[src/rtl/hazard_ctrl_pkg.sv]
// Shared definitions for the decode hazard controller: FSM encoding, scoreboard slot
// layout and the register-match helper used by the scoreboard comparators.
package hazard_ctrl_pkg;

  localparam int PIPE_DEPTH_DEFAULT = 3;

  typedef logic [1:0] hz_state_t;

  localparam hz_state_t HZ_RUN     = 2'd0;
  localparam hz_state_t HZ_MEMWAIT = 2'd1;
  localparam hz_state_t HZ_TRAP    = 2'd2;

  typedef struct packed {
    logic       valid;
    logic [4:0] rd;
    logic       load;
  } sb_slot_t;

  // x0 is hardwired to zero, so it can never be a true dependency.
  function automatic logic rs_hit(logic [4:0] rs, logic used, logic [4:0] rd);
    return used && (rs != 5'd0) && (rs == rd);
  endfunction

endpackage

[src/rtl/hazard_ctrl_if.sv]
// Decode/sequencing bundle between the core pipeline (master) and hazard_ctrl (slave).
interface hazard_ctrl_if;
  import hazard_ctrl_pkg::*;

  logic       id_valid;
  logic [4:0] id_rs1_addr;
  logic       id_rs1_used;
  logic [4:0] id_rs2_addr;
  logic       id_rs2_used;
  logic [4:0] id_rd_addr;
  logic       id_rf_wen;
  logic       id_is_load;
  logic       id_is_ecall;
  logic       ex_jmp_taken;
  logic       mem_busy;
  logic       trap_done;
  logic       stall_flg;
  logic       id_bubble;
  logic       flush;
  logic       pipe_hold;
  hz_state_t  state;

  modport master (
    output id_valid, id_rs1_addr, id_rs1_used, id_rs2_addr, id_rs2_used,
           id_rd_addr, id_rf_wen, id_is_load, id_is_ecall,
           ex_jmp_taken, mem_busy, trap_done,
    input  stall_flg, id_bubble, flush, pipe_hold, state
  );

  modport slave (
    input  id_valid, id_rs1_addr, id_rs1_used, id_rs2_addr, id_rs2_used,
           id_rd_addr, id_rf_wen, id_is_load, id_is_ecall,
           ex_jmp_taken, mem_busy, trap_done,
    output stall_flg, id_bubble, flush, pipe_hold, state
  );

endinterface

[src/rtl/hazard_scoreboard.sv]
// In-flight destination scoreboard (slot 0 youngest) with per-slot rs1/rs2 comparators.
// With HAZARD_FWD_EN defined only a load-use hit in slot 0 is reported; the rest is forwarded.
module hazard_scoreboard import hazard_ctrl_pkg::*; #(
  parameter int PIPE_DEPTH = PIPE_DEPTH_DEFAULT
) (
  input  logic                  clk,
  input  logic                  rst_n,
  input  logic                  shift_i,
  input  logic                  issue_i,
  input  logic [4:0]            rd_i,
  input  logic                  load_i,
  input  logic [4:0]            rs1_i,
  input  logic                  rs1_used_i,
  input  logic [4:0]            rs2_i,
  input  logic                  rs2_used_i,
  output logic [PIPE_DEPTH-1:0] match_o
);

  sb_slot_t [PIPE_DEPTH-1:0] slot_q, slot_d;
  sb_slot_t                  new_slot;
  logic     [PIPE_DEPTH-1:0] raw;

  assign new_slot = issue_i ? {1'b1, rd_i, load_i} : '0;

  // Slots only advance when the back end advances; a hold freezes them in place.
  always_comb begin
    slot_d = slot_q;
    if (shift_i) begin
      for (int k = PIPE_DEPTH-1; k > 0; k--) slot_d[k] = slot_q[k-1];
      slot_d[0] = new_slot;
    end
  end

  always_ff @(posedge clk or negedge rst_n) begin
    if (!rst_n) slot_q <= '0;
    else        slot_q <= slot_d;
  end

  for (genvar k = 0; k < PIPE_DEPTH; k++) begin : g_cmp
    assign raw[k] = slot_q[k].valid &&
                    (rs_hit(rs1_i, rs1_used_i, slot_q[k].rd) ||
                     rs_hit(rs2_i, rs2_used_i, slot_q[k].rd));
  end

`ifdef HAZARD_FWD_EN
  always_comb begin
    match_o    = '0;
    match_o[0] = raw[0] & slot_q[0].load;
  end
`else
  logic unused_load;
  assign unused_load = slot_q[PIPE_DEPTH-1].load;
  assign match_o     = raw;
`endif

endmodule

[src/rtl/hazard_ctrl.sv]
// Decode hazard/sequencing controller: RAW interlock, jump flush, memory hold, ecall trap park.
// Forwarding behaviour (HAZARD_FWD_EN) lives entirely in hazard_scoreboard's match vector.
module hazard_ctrl import hazard_ctrl_pkg::*; #(
  parameter int PIPE_DEPTH = PIPE_DEPTH_DEFAULT
) (
  input logic          clk,
  input logic          rst_n,
  hazard_ctrl_if.slave hz
);

  hz_state_t             state_q, state_d;
  logic                  trap_pend_q, trap_pend_d;
  logic                  stall, bubble, flush, hold, issue, hazard;
  logic [PIPE_DEPTH-1:0] match;

  assign hazard = hz.id_valid & (|match);

  // MEMWAIT differs from RUN only while mem_busy stays high, so both share the RUN path.
  always_comb begin
    state_d     = state_q;
    trap_pend_d = trap_pend_q;
    stall       = 1'b0;
    bubble      = 1'b0;
    flush       = 1'b0;
    hold        = 1'b0;
    if (state_q == HZ_TRAP) begin
      stall  = 1'b1;
      bubble = 1'b1;
      if (hz.mem_busy) begin
        hold        = 1'b1;
        trap_pend_d = trap_pend_q | hz.trap_done;
      end else if (hz.trap_done | trap_pend_q) begin
        flush       = 1'b1;
        trap_pend_d = 1'b0;
        state_d     = HZ_RUN;
      end
    end else if (hz.mem_busy) begin
      hold    = 1'b1;
      stall   = 1'b1;
      state_d = HZ_MEMWAIT;
    end else begin
      state_d = HZ_RUN;
      if (hz.ex_jmp_taken) begin
        flush  = 1'b1;
        bubble = 1'b1;
      end else if (hazard) begin
        stall  = 1'b1;
        bubble = 1'b1;
      end else if (hz.id_valid & hz.id_is_ecall) begin
        state_d = HZ_TRAP;
      end
    end
  end

  assign issue = hz.id_valid & ~stall & ~flush & hz.id_rf_wen & (hz.id_rd_addr != 5'd0);

  always_ff @(posedge clk or negedge rst_n) begin
    if (!rst_n) begin
      state_q     <= HZ_RUN;
      trap_pend_q <= 1'b0;
    end else begin
      state_q     <= state_d;
      trap_pend_q <= trap_pend_d;
    end
  end

  hazard_scoreboard #(.PIPE_DEPTH(PIPE_DEPTH)) u_sb (
    .clk        (clk),
    .rst_n      (rst_n),
    .shift_i    (~hold),
    .issue_i    (issue),
    .rd_i       (hz.id_rd_addr),
    .load_i     (hz.id_is_load),
    .rs1_i      (hz.id_rs1_addr),
    .rs1_used_i (hz.id_rs1_used),
    .rs2_i      (hz.id_rs2_addr),
    .rs2_used_i (hz.id_rs2_used),
    .match_o    (match)
  );

  // Outputs follow live inputs, so they are forced low while reset is held.
  assign hz.stall_flg = rst_n & stall;
  assign hz.id_bubble = rst_n & bubble;
  assign hz.flush     = rst_n & flush;
  assign hz.pipe_hold = rst_n & hold;
  assign hz.state     = rst_n ? state_q : HZ_RUN;

endmodule

[src/flat_wrapper.sv]
// flat-port wrapper written by rule: the top's interface ports become plain ports
module hazard_ctrl_flat import hazard_ctrl_pkg::*;
#(
  parameter int PIPE_DEPTH = PIPE_DEPTH_DEFAULT
)
  (clk, rst_n, hz_id_valid, hz_id_rs1_addr, hz_id_rs1_used, hz_id_rs2_addr, hz_id_rs2_used, hz_id_rd_addr, hz_id_rf_wen, hz_id_is_load, hz_id_is_ecall, hz_ex_jmp_taken, hz_mem_busy, hz_trap_done, hz_stall_flg, hz_id_bubble, hz_flush, hz_pipe_hold, hz_state);
  hazard_ctrl_if hz_i ();
  input logic clk;
  input logic rst_n;
  input wire logic [$bits(hz_i.id_valid)-1:0] hz_id_valid;
  input wire logic [$bits(hz_i.id_rs1_addr)-1:0] hz_id_rs1_addr;
  input wire logic [$bits(hz_i.id_rs1_used)-1:0] hz_id_rs1_used;
  input wire logic [$bits(hz_i.id_rs2_addr)-1:0] hz_id_rs2_addr;
  input wire logic [$bits(hz_i.id_rs2_used)-1:0] hz_id_rs2_used;
  input wire logic [$bits(hz_i.id_rd_addr)-1:0] hz_id_rd_addr;
  input wire logic [$bits(hz_i.id_rf_wen)-1:0] hz_id_rf_wen;
  input wire logic [$bits(hz_i.id_is_load)-1:0] hz_id_is_load;
  input wire logic [$bits(hz_i.id_is_ecall)-1:0] hz_id_is_ecall;
  input wire logic [$bits(hz_i.ex_jmp_taken)-1:0] hz_ex_jmp_taken;
  input wire logic [$bits(hz_i.mem_busy)-1:0] hz_mem_busy;
  input wire logic [$bits(hz_i.trap_done)-1:0] hz_trap_done;
  output wire logic [$bits(hz_i.stall_flg)-1:0] hz_stall_flg;
  output wire logic [$bits(hz_i.id_bubble)-1:0] hz_id_bubble;
  output wire logic [$bits(hz_i.flush)-1:0] hz_flush;
  output wire logic [$bits(hz_i.pipe_hold)-1:0] hz_pipe_hold;
  output wire logic [$bits(hz_i.state)-1:0] hz_state;
  assign hz_i.id_valid = hz_id_valid;
  assign hz_i.id_rs1_addr = hz_id_rs1_addr;
  assign hz_i.id_rs1_used = hz_id_rs1_used;
  assign hz_i.id_rs2_addr = hz_id_rs2_addr;
  assign hz_i.id_rs2_used = hz_id_rs2_used;
  assign hz_i.id_rd_addr = hz_id_rd_addr;
  assign hz_i.id_rf_wen = hz_id_rf_wen;
  assign hz_i.id_is_load = hz_id_is_load;
  assign hz_i.id_is_ecall = hz_id_is_ecall;
  assign hz_i.ex_jmp_taken = hz_ex_jmp_taken;
  assign hz_i.mem_busy = hz_mem_busy;
  assign hz_i.trap_done = hz_trap_done;
  assign hz_stall_flg = hz_i.stall_flg;
  assign hz_id_bubble = hz_i.id_bubble;
  assign hz_flush = hz_i.flush;
  assign hz_pipe_hold = hz_i.pipe_hold;
  assign hz_state = hz_i.state;
  hazard_ctrl #(.PIPE_DEPTH(PIPE_DEPTH)) u_core (.clk(clk), .rst_n(rst_n), .hz(hz_i));
endmodule
[config.mk]
export PLATFORM = sky130hd
export DESIGN_NAME = hazard_ctrl_flat
export DESIGN_NICKNAME = d
export VERILOG_FILES = /design/src/rtl/hazard_ctrl_pkg.sv /design/src/rtl/hazard_ctrl_if.sv /design/src/rtl/hazard_scoreboard.sv /design/src/rtl/hazard_ctrl.sv /design/src/flat_wrapper.sv
export SDC_FILE = /design/constraint.sdc
export NUM_CORES = 1
export LEC_CHECK = 0
export ABC_AREA = 1
export BUFFER_PORTS_ARGS = -buffer_cell sky130_fd_sc_hd__buf_2
export CAP_MARGIN = 10
export CORE_MARGIN = 2
export CORE_UTILIZATION = 42
export CTS_BUF_LIST = sky130_fd_sc_hd__clkbuf_4 sky130_fd_sc_hd__clkbuf_8
export DETAILED_ROUTE_END_ITERATION = 8
export GPL_TIMING_DRIVEN = 0
export PLACE_DENSITY = 0.62
export SYNTH_ARGS = -nofsm -noshare
export SYNTH_HDL_FRONTEND = slang
export SYNTH_SLANG_ARGS = --single-unit
[constraint.sdc]
create_clock -name clk -period 2.23 [get_ports clk]
set_input_delay 0.669 -clock clk [delete_from_list [all_inputs] [get_ports clk]]
set_output_delay 0.669 -clock clk [all_outputs]
set_load 0.01 [all_outputs]
### Word level (Yosys, flattened, before mapping)

Cells that the tools add are included.

* logic and storage cells: 75
* bits in registers: 21
* input port bits: 26
* output and inout bits: 6

* equal/unequal tests: 9
* multiplexer cells: 24
* reduce and logical (&&, ||, !) cells: 21
* bitwise gates (word level): 13

Operators with widths (number)
* $eq 5x5->1: 6
* $mux 2: 8
* $mux 1: 15
* $reduce_bool 5->1: 3
* $logic_and 1x1->1: 11
* $and 1x1->1: 10
* $mux 7: 1
* $ne 2x2->1 const B: 2
* $reduce_and 2->1: 2
* $logic_or 1x1->1: 3
* $reduce_or 3->1: 1
* $eq 2x2->1 const B: 1
* $not 1->1: 2
* $reduce_bool 2->1: 1
* $or 1x1->1: 1

### Depth between registers and ports, before layout

* word-level depth: 17
* mapped depth: 12
* mapped depth without buffers: 12

### By module

From an unflattened synthesis, not the netlist that was laid out.

* cell total of the unflattened synthesis: 195
* area, all modules: 1415.1 µm²

By module, submodules not included
* hazard_scoreboard: instances 1, cells an instance 147, area each 1139.8 µm², seq. area each 450.4 µm²
* hazard_ctrl: instances 1, cells an instance 48, area each 275.3 µm², seq. area each 75.1 µm²

### Worst setup path before layout

No wires, ideal clock.

* kind: input to output
* start: input port hz_id_rs1_addr[0]
* end: output port hz_id_bubble
* buffers on the path: 0
* stages: 11
* required time: 1.561 ns
* path slack: -0.030 ns
* data arrival time: 1.591 ns
* path through: inv_1 > nand2_1 > nand2_1 > nand2_1 > nor2_1 > nand3_1 > nand2_1 > nand2_2 > nand3_4 > nand2_1 > a211oi_1

* longest elaborated chain between the ends: 12
* elaborated cells on any way between the ends: 21
* classes of those cells: eq/ne (3); mux (4); bitwise (2); reduce/logical (12)

RTL lines
* start, declared: RTL line flat_wrapper.sv:11 `input wire logic [$bits(hz_i.id_rs1_addr)-1:0] hz_id_rs1_addr;`
* $reduce_bool 5->1: RTL line hazard_ctrl_pkg.sv:21 `return used && (rs != 5'd0) && (rs == rd);`
* $logic_and 1x1->1 (2 in a row): RTL line hazard_ctrl_pkg.sv:21
* $logic_or 1x1->1: RTL line hazard_scoreboard.sv:41 `(rs_hit(rs1_i, rs1_used_i, slot_q[k].rd) ||`
* $logic_and 1x1->1: RTL line hazard_scoreboard.sv:40 `assign raw[k] = slot_q[k].valid &&`
* $reduce_or 3->1 *: RTL line hazard_ctrl.sv:16 `assign hazard = hz.id_valid & (|match);`
* $and 1x1->1 *: RTL line hazard_ctrl.sv:16
* $mux 1 *: RTL line hazard_ctrl.sv:46 `end else if (hazard) begin`
* $mux 1 *: RTL line hazard_ctrl.sv:43 `if (hz.ex_jmp_taken) begin`
* $mux 1 *: RTL line hazard_ctrl.sv:37 `end else if (hz.mem_busy) begin`
* $mux 1 *: RTL line hazard_ctrl.sv:26 `if (state_q == HZ_TRAP) begin`
* $and 1x1->1 *: RTL line hazard_ctrl.sv:83 `assign hz.id_bubble = rst_n & bubble;`
* end, declared: RTL line flat_wrapper.sv:23 `output wire logic [$bits(hz_i.id_bubble)-1:0] hz_id_bubble;`

Every way passes the cells marked *; elsewhere a longest branch is shown, timed or not.

### Final worst setup path

* start: register u_core.u_sb.slot_q[9] in the netlist's numbering
* end: output port hz_id_bubble

* longest elaborated chain between the ends: 11
* elaborated cells on any way between the ends: 13
* classes of those cells: eq/ne (2); mux (4); bitwise (2); reduce/logical (5)

RTL lines
* start, declared: RTL line hazard_scoreboard.sv:19 `sb_slot_t [PIPE_DEPTH-1:0] slot_q, slot_d;`
* start signal, assigned: RTL line hazard_scoreboard.sv:36 `else slot_q <= slot_d;`
* $eq 5x5->1: RTL line hazard_ctrl_pkg.sv:21
* $logic_and 1x1->1: RTL line hazard_ctrl_pkg.sv:21
* $logic_or 1x1->1 *: RTL line hazard_scoreboard.sv:41
* $logic_and 1x1->1 *: RTL line hazard_scoreboard.sv:40
* $reduce_or 3->1 *: RTL line hazard_ctrl.sv:16
* $and 1x1->1 *: RTL line hazard_ctrl.sv:16
* $mux 1 *: RTL line hazard_ctrl.sv:46
* $mux 1 *: RTL line hazard_ctrl.sv:43
* $mux 1 *: RTL line hazard_ctrl.sv:37
* $mux 1 *: RTL line hazard_ctrl.sv:26
* $and 1x1->1 *: RTL line hazard_ctrl.sv:83

Marks and branches as above.

==> impl_metrics.py <==
metrics = {
    "clocking": {
        "tritoncts": "done",
        "htreeDepth": 1,
        "clk_pin_slew_ns": 0.12,
        "clock_sinks": 21,
        "cts_buffers": 3,
        "clockBufferDepth": 2,
        "worstSkewPairLatency_ns": 0.31,
        "root_buffer": "clkbuf_4",
    },
    "floorplan": {
        "rows": 21,
        "core_area_um2": 3310,
        "die-area_um2": 3920,
        "die_y_um": 62.6,
        "die_w_um": 62.6,
        "io-pin-count": 32,
        "start_util_pct": 43.5,
    },
    "final_layout": {
        "area_delta_synth_final_pct": 25.2,
        "antenna-diode-count": 0,
        "nNetsFinal": 262,
        "design_area_um2": 1800,
        "drive_above_1_share_pct": 27.2,
        "final_util_pct": 54.5,
    },
    "synth": {
        "synth.distinct_cells": 22,
        "synth_top_area_share_pct": 36.5,
        "synth_seq_cells": 21,
        "yosysSeqAreaShare_pct": 36.5,
        "synth_area_um2": 1440,
        "yosys-top-cells-area": "dfrtp_1 (36%), nand2_1 (15%), xor2_1 (9.7%)",
        "ys_async_sr_fraction_pct": 100,
        "synth_cells": 198,
        "synth-edff-count": 0,
        "synth_nets": 224,
        "yosys_warnings": 0,
        "syn_area_per_cell_um2": 7.28,
        "ys_dominant_reg_cell": "dfrtp_1",
        "yosys.area.top_type": "dfrtp_1",
    },
    "setup_path": {
        "cp.arrival_ns": 1.85,
        "path_class": "flop to output pin",
        "r2r_start": "u_core.u_sb.slot_q[9]$_DFFE_PN0N_",
        "r2r_cells": 11,
        "reg2reg_slack_ns": 0.54,
        "path_max_fanout": 4,
        "required_ns": 1.56,
        "r2r_end": "u_core.u_sb.slot_q[6]$_DFFE_PN0N_",
        "crit_path_start_kind": "flop",
        "cp-end-kind": "output pin",
    },
    "sta": {
        "maxSlewHeadroom_pct": 71.0,
        "skew_ns": 0.00139,
        "fmax_ghz": 0.397,
        "drv_slew": 0,
        "finalSetupViolCount": 2,
        "rsz0062_at_grt": "true",
        "hold_viol": 0,
        "tightest_slew_ns": 0.436,
        "fin_crit_sh_pct": 113,
        "layout_min_cycle_time_ns": 2.52,
        "setup_slack_ns": -0.291,
    },
    "placed_design": {
        "io_buffers": 29,
        "placed_area_um2": 1650,
        "gp_congestion": 0.807,
        "dp_hpwl_um": 2360,
    },
    "global_routing": {
        "first_global_vias": 1332,
        "antenna_found_initial": 0,
        "grt_pass1_wl_um": 5720,
        "overflow": 0,
        "globalRouteTotalUtil_pct": 18.2,
        "grt_max_degree": 26,
    },
    "outcome": {
        "status": "finished, violations left",
        "violations": "setup timing",
    },
    "routing": {
        "wl_per_cell_um": 11.1,
        "drc": 0,
        "drtIter0Drc": 36,
        "ant_nets": 0,
        "first_pass_iters": 4,
        "vias_per_cell": 4.75,
        "routed_wl_um": 3110,
        "vias": 1336,
    },
    "pwr": {
        "irDropWorstVdd_uv": 226,
        "p_leak_nw": 0.995,
        "powerDensity_nw_per_um2": 461,
        "p_total_mw": 0.831,
    },
    "flow_run": {
        "drv_cap": 0,
    },
    "min_path": {
        "hold_class": "input port to async pin",
    },
}
-- cell type report --
class / count / area (um^2)
Buffer: 3 / 16.3
Clock buffer: 3 / 22.5
Clock inverter: 1 / 5.00
Fill cell: 354 / 1510
Inverter: 30 / 113
Multi-Input combinational cell: 144 / 827
Sequential cell: 21 / 526
Tap cell: 46 / 57.6
Timing Repair Buffer: 33 / 238
-- critical path, cell delays in order, from the launching register on --
cell and delay (ns):
dfrtp_1 0.43, buf_4 0.15, xor2_1 0.13, nor2_1 0.13, nand3_1 0.08, nand2_1 0.09, nand2_2 0.06, nand3_4 0.11
nand2_2 0.06, a211oi_2 0.16, buf_2 0.15
-- through the flow --
stage	setup TNS [ns]	std cells	hold slack [ns]	setup WS (ns)
6_report	-0.541	281	0.234	-0.291
5_1_grt	-0.743	281	0.234	-0.396
4_1_cts	-0.443	279	0.239	-0.247
3_5_place_dp	-0.592	273	0.493	-0.314
3_3_place_gp	-0.607	273	0.490	-0.316
2_1_floorplan	0	198	0.373	0.0486
-- worst max path at each step --
stage / from / to / slack (ns) / cells past startpoint
floorplan: hz_id_rs1_addr[0] / hz_id_bubble / 0.05 / 11
global placement: hz_id_rs1_addr[0] / hz_id_bubble / -0.32 / 13
detailed placement: hz_id_rs1_addr[0] / hz_id_bubble / -0.31 / 13
CTS: u_core.u_sb.slot_q[8]$_DFFE_PN0N_ / hz_id_bubble / -0.25 / 12
global route: u_core.u_sb.slot_q[8]$_DFFE_PN0N_ / hz_id_bubble / -0.40 / 12
finish: u_core.u_sb.slot_q[9]$_DFFE_PN0N_ / hz_id_bubble / -0.29 / 10
-- synthesized netlist by cell type (2+ instances only) --
cell,n
inv_1,28
inv_2,2
dfrtp_1,21
nand3_4,2
o21bai_2,4
nor2_1,23
xor2_1,16
nand2_2,3
o21ai_0,13
nand4_1,3
a21oi_1,2
clkbuf_1,2
nand2_1,58
xnor2_1,7
nand3_1,7
-- flip-flops by register name (all words and copies together), names as in the netlist --
register and count:
u_core.u_sb.slot_q 18, u_core.trap_pend_q 1, u_core.state_q 2
-- cell usage in the layout (no fill, tap or decap), types with 2 or more instances in the layout --
cell       n
buf_2     19
clkbuf_4   3
nand2_2    5
buf_8      2
inv_2      7
xor2_1    16
buf_4      7
nand4_1    3
buf_6      6
dfrtp_1   21
nor2_1    21
xnor2_2    2
inv_1     23
nand3_4    2
nand3_1    7
o21ai_0   13
xnor2_1    5
nand2_1   56
o21bai_2   4
-- what timing repair did --
action                                  4_1_cts  5_1_grt
pin swaps                                    15        5
setup buffers                                 2        2
hold buffers                                  0        0
resized for setup                            27        8
endpoints found under the setup margin        3        4
-- power breakdown --
group / leakage [nW] / total [mW] / switching (mW) / internal, mW
clock network: 0.0177 / 0.190 / 0.123 / 0.0670
registers: 0.284 / 0.433 / 0.0270 / 0.406
logic: 0.693 / 0.208 / 0.112 / 0.0959
total: 0.995 / 0.831 / 0.262 / 0.569
-- logic make-up after synthesis --
family | Yosys count | share of synthesized area, %
and+or+nand+nor | 100 | 31.3
buffers and inverters | 33 | 8.85
xor gates and xnor gates | 23 | 14.0
AOI/OAI and AO/OA | 21 | 9.38
DFF | 21 | 36.5
-- metal layers --
metal,wire length [um],track usage (%),vias to the layer above
li1,-,-,689
met1,1550,24.7,613
met2,1400,29.6,29
met3,107,2.52,5
met4,52,6.67,0
met5,0,0,-
(Power assumes the default switching activity.)
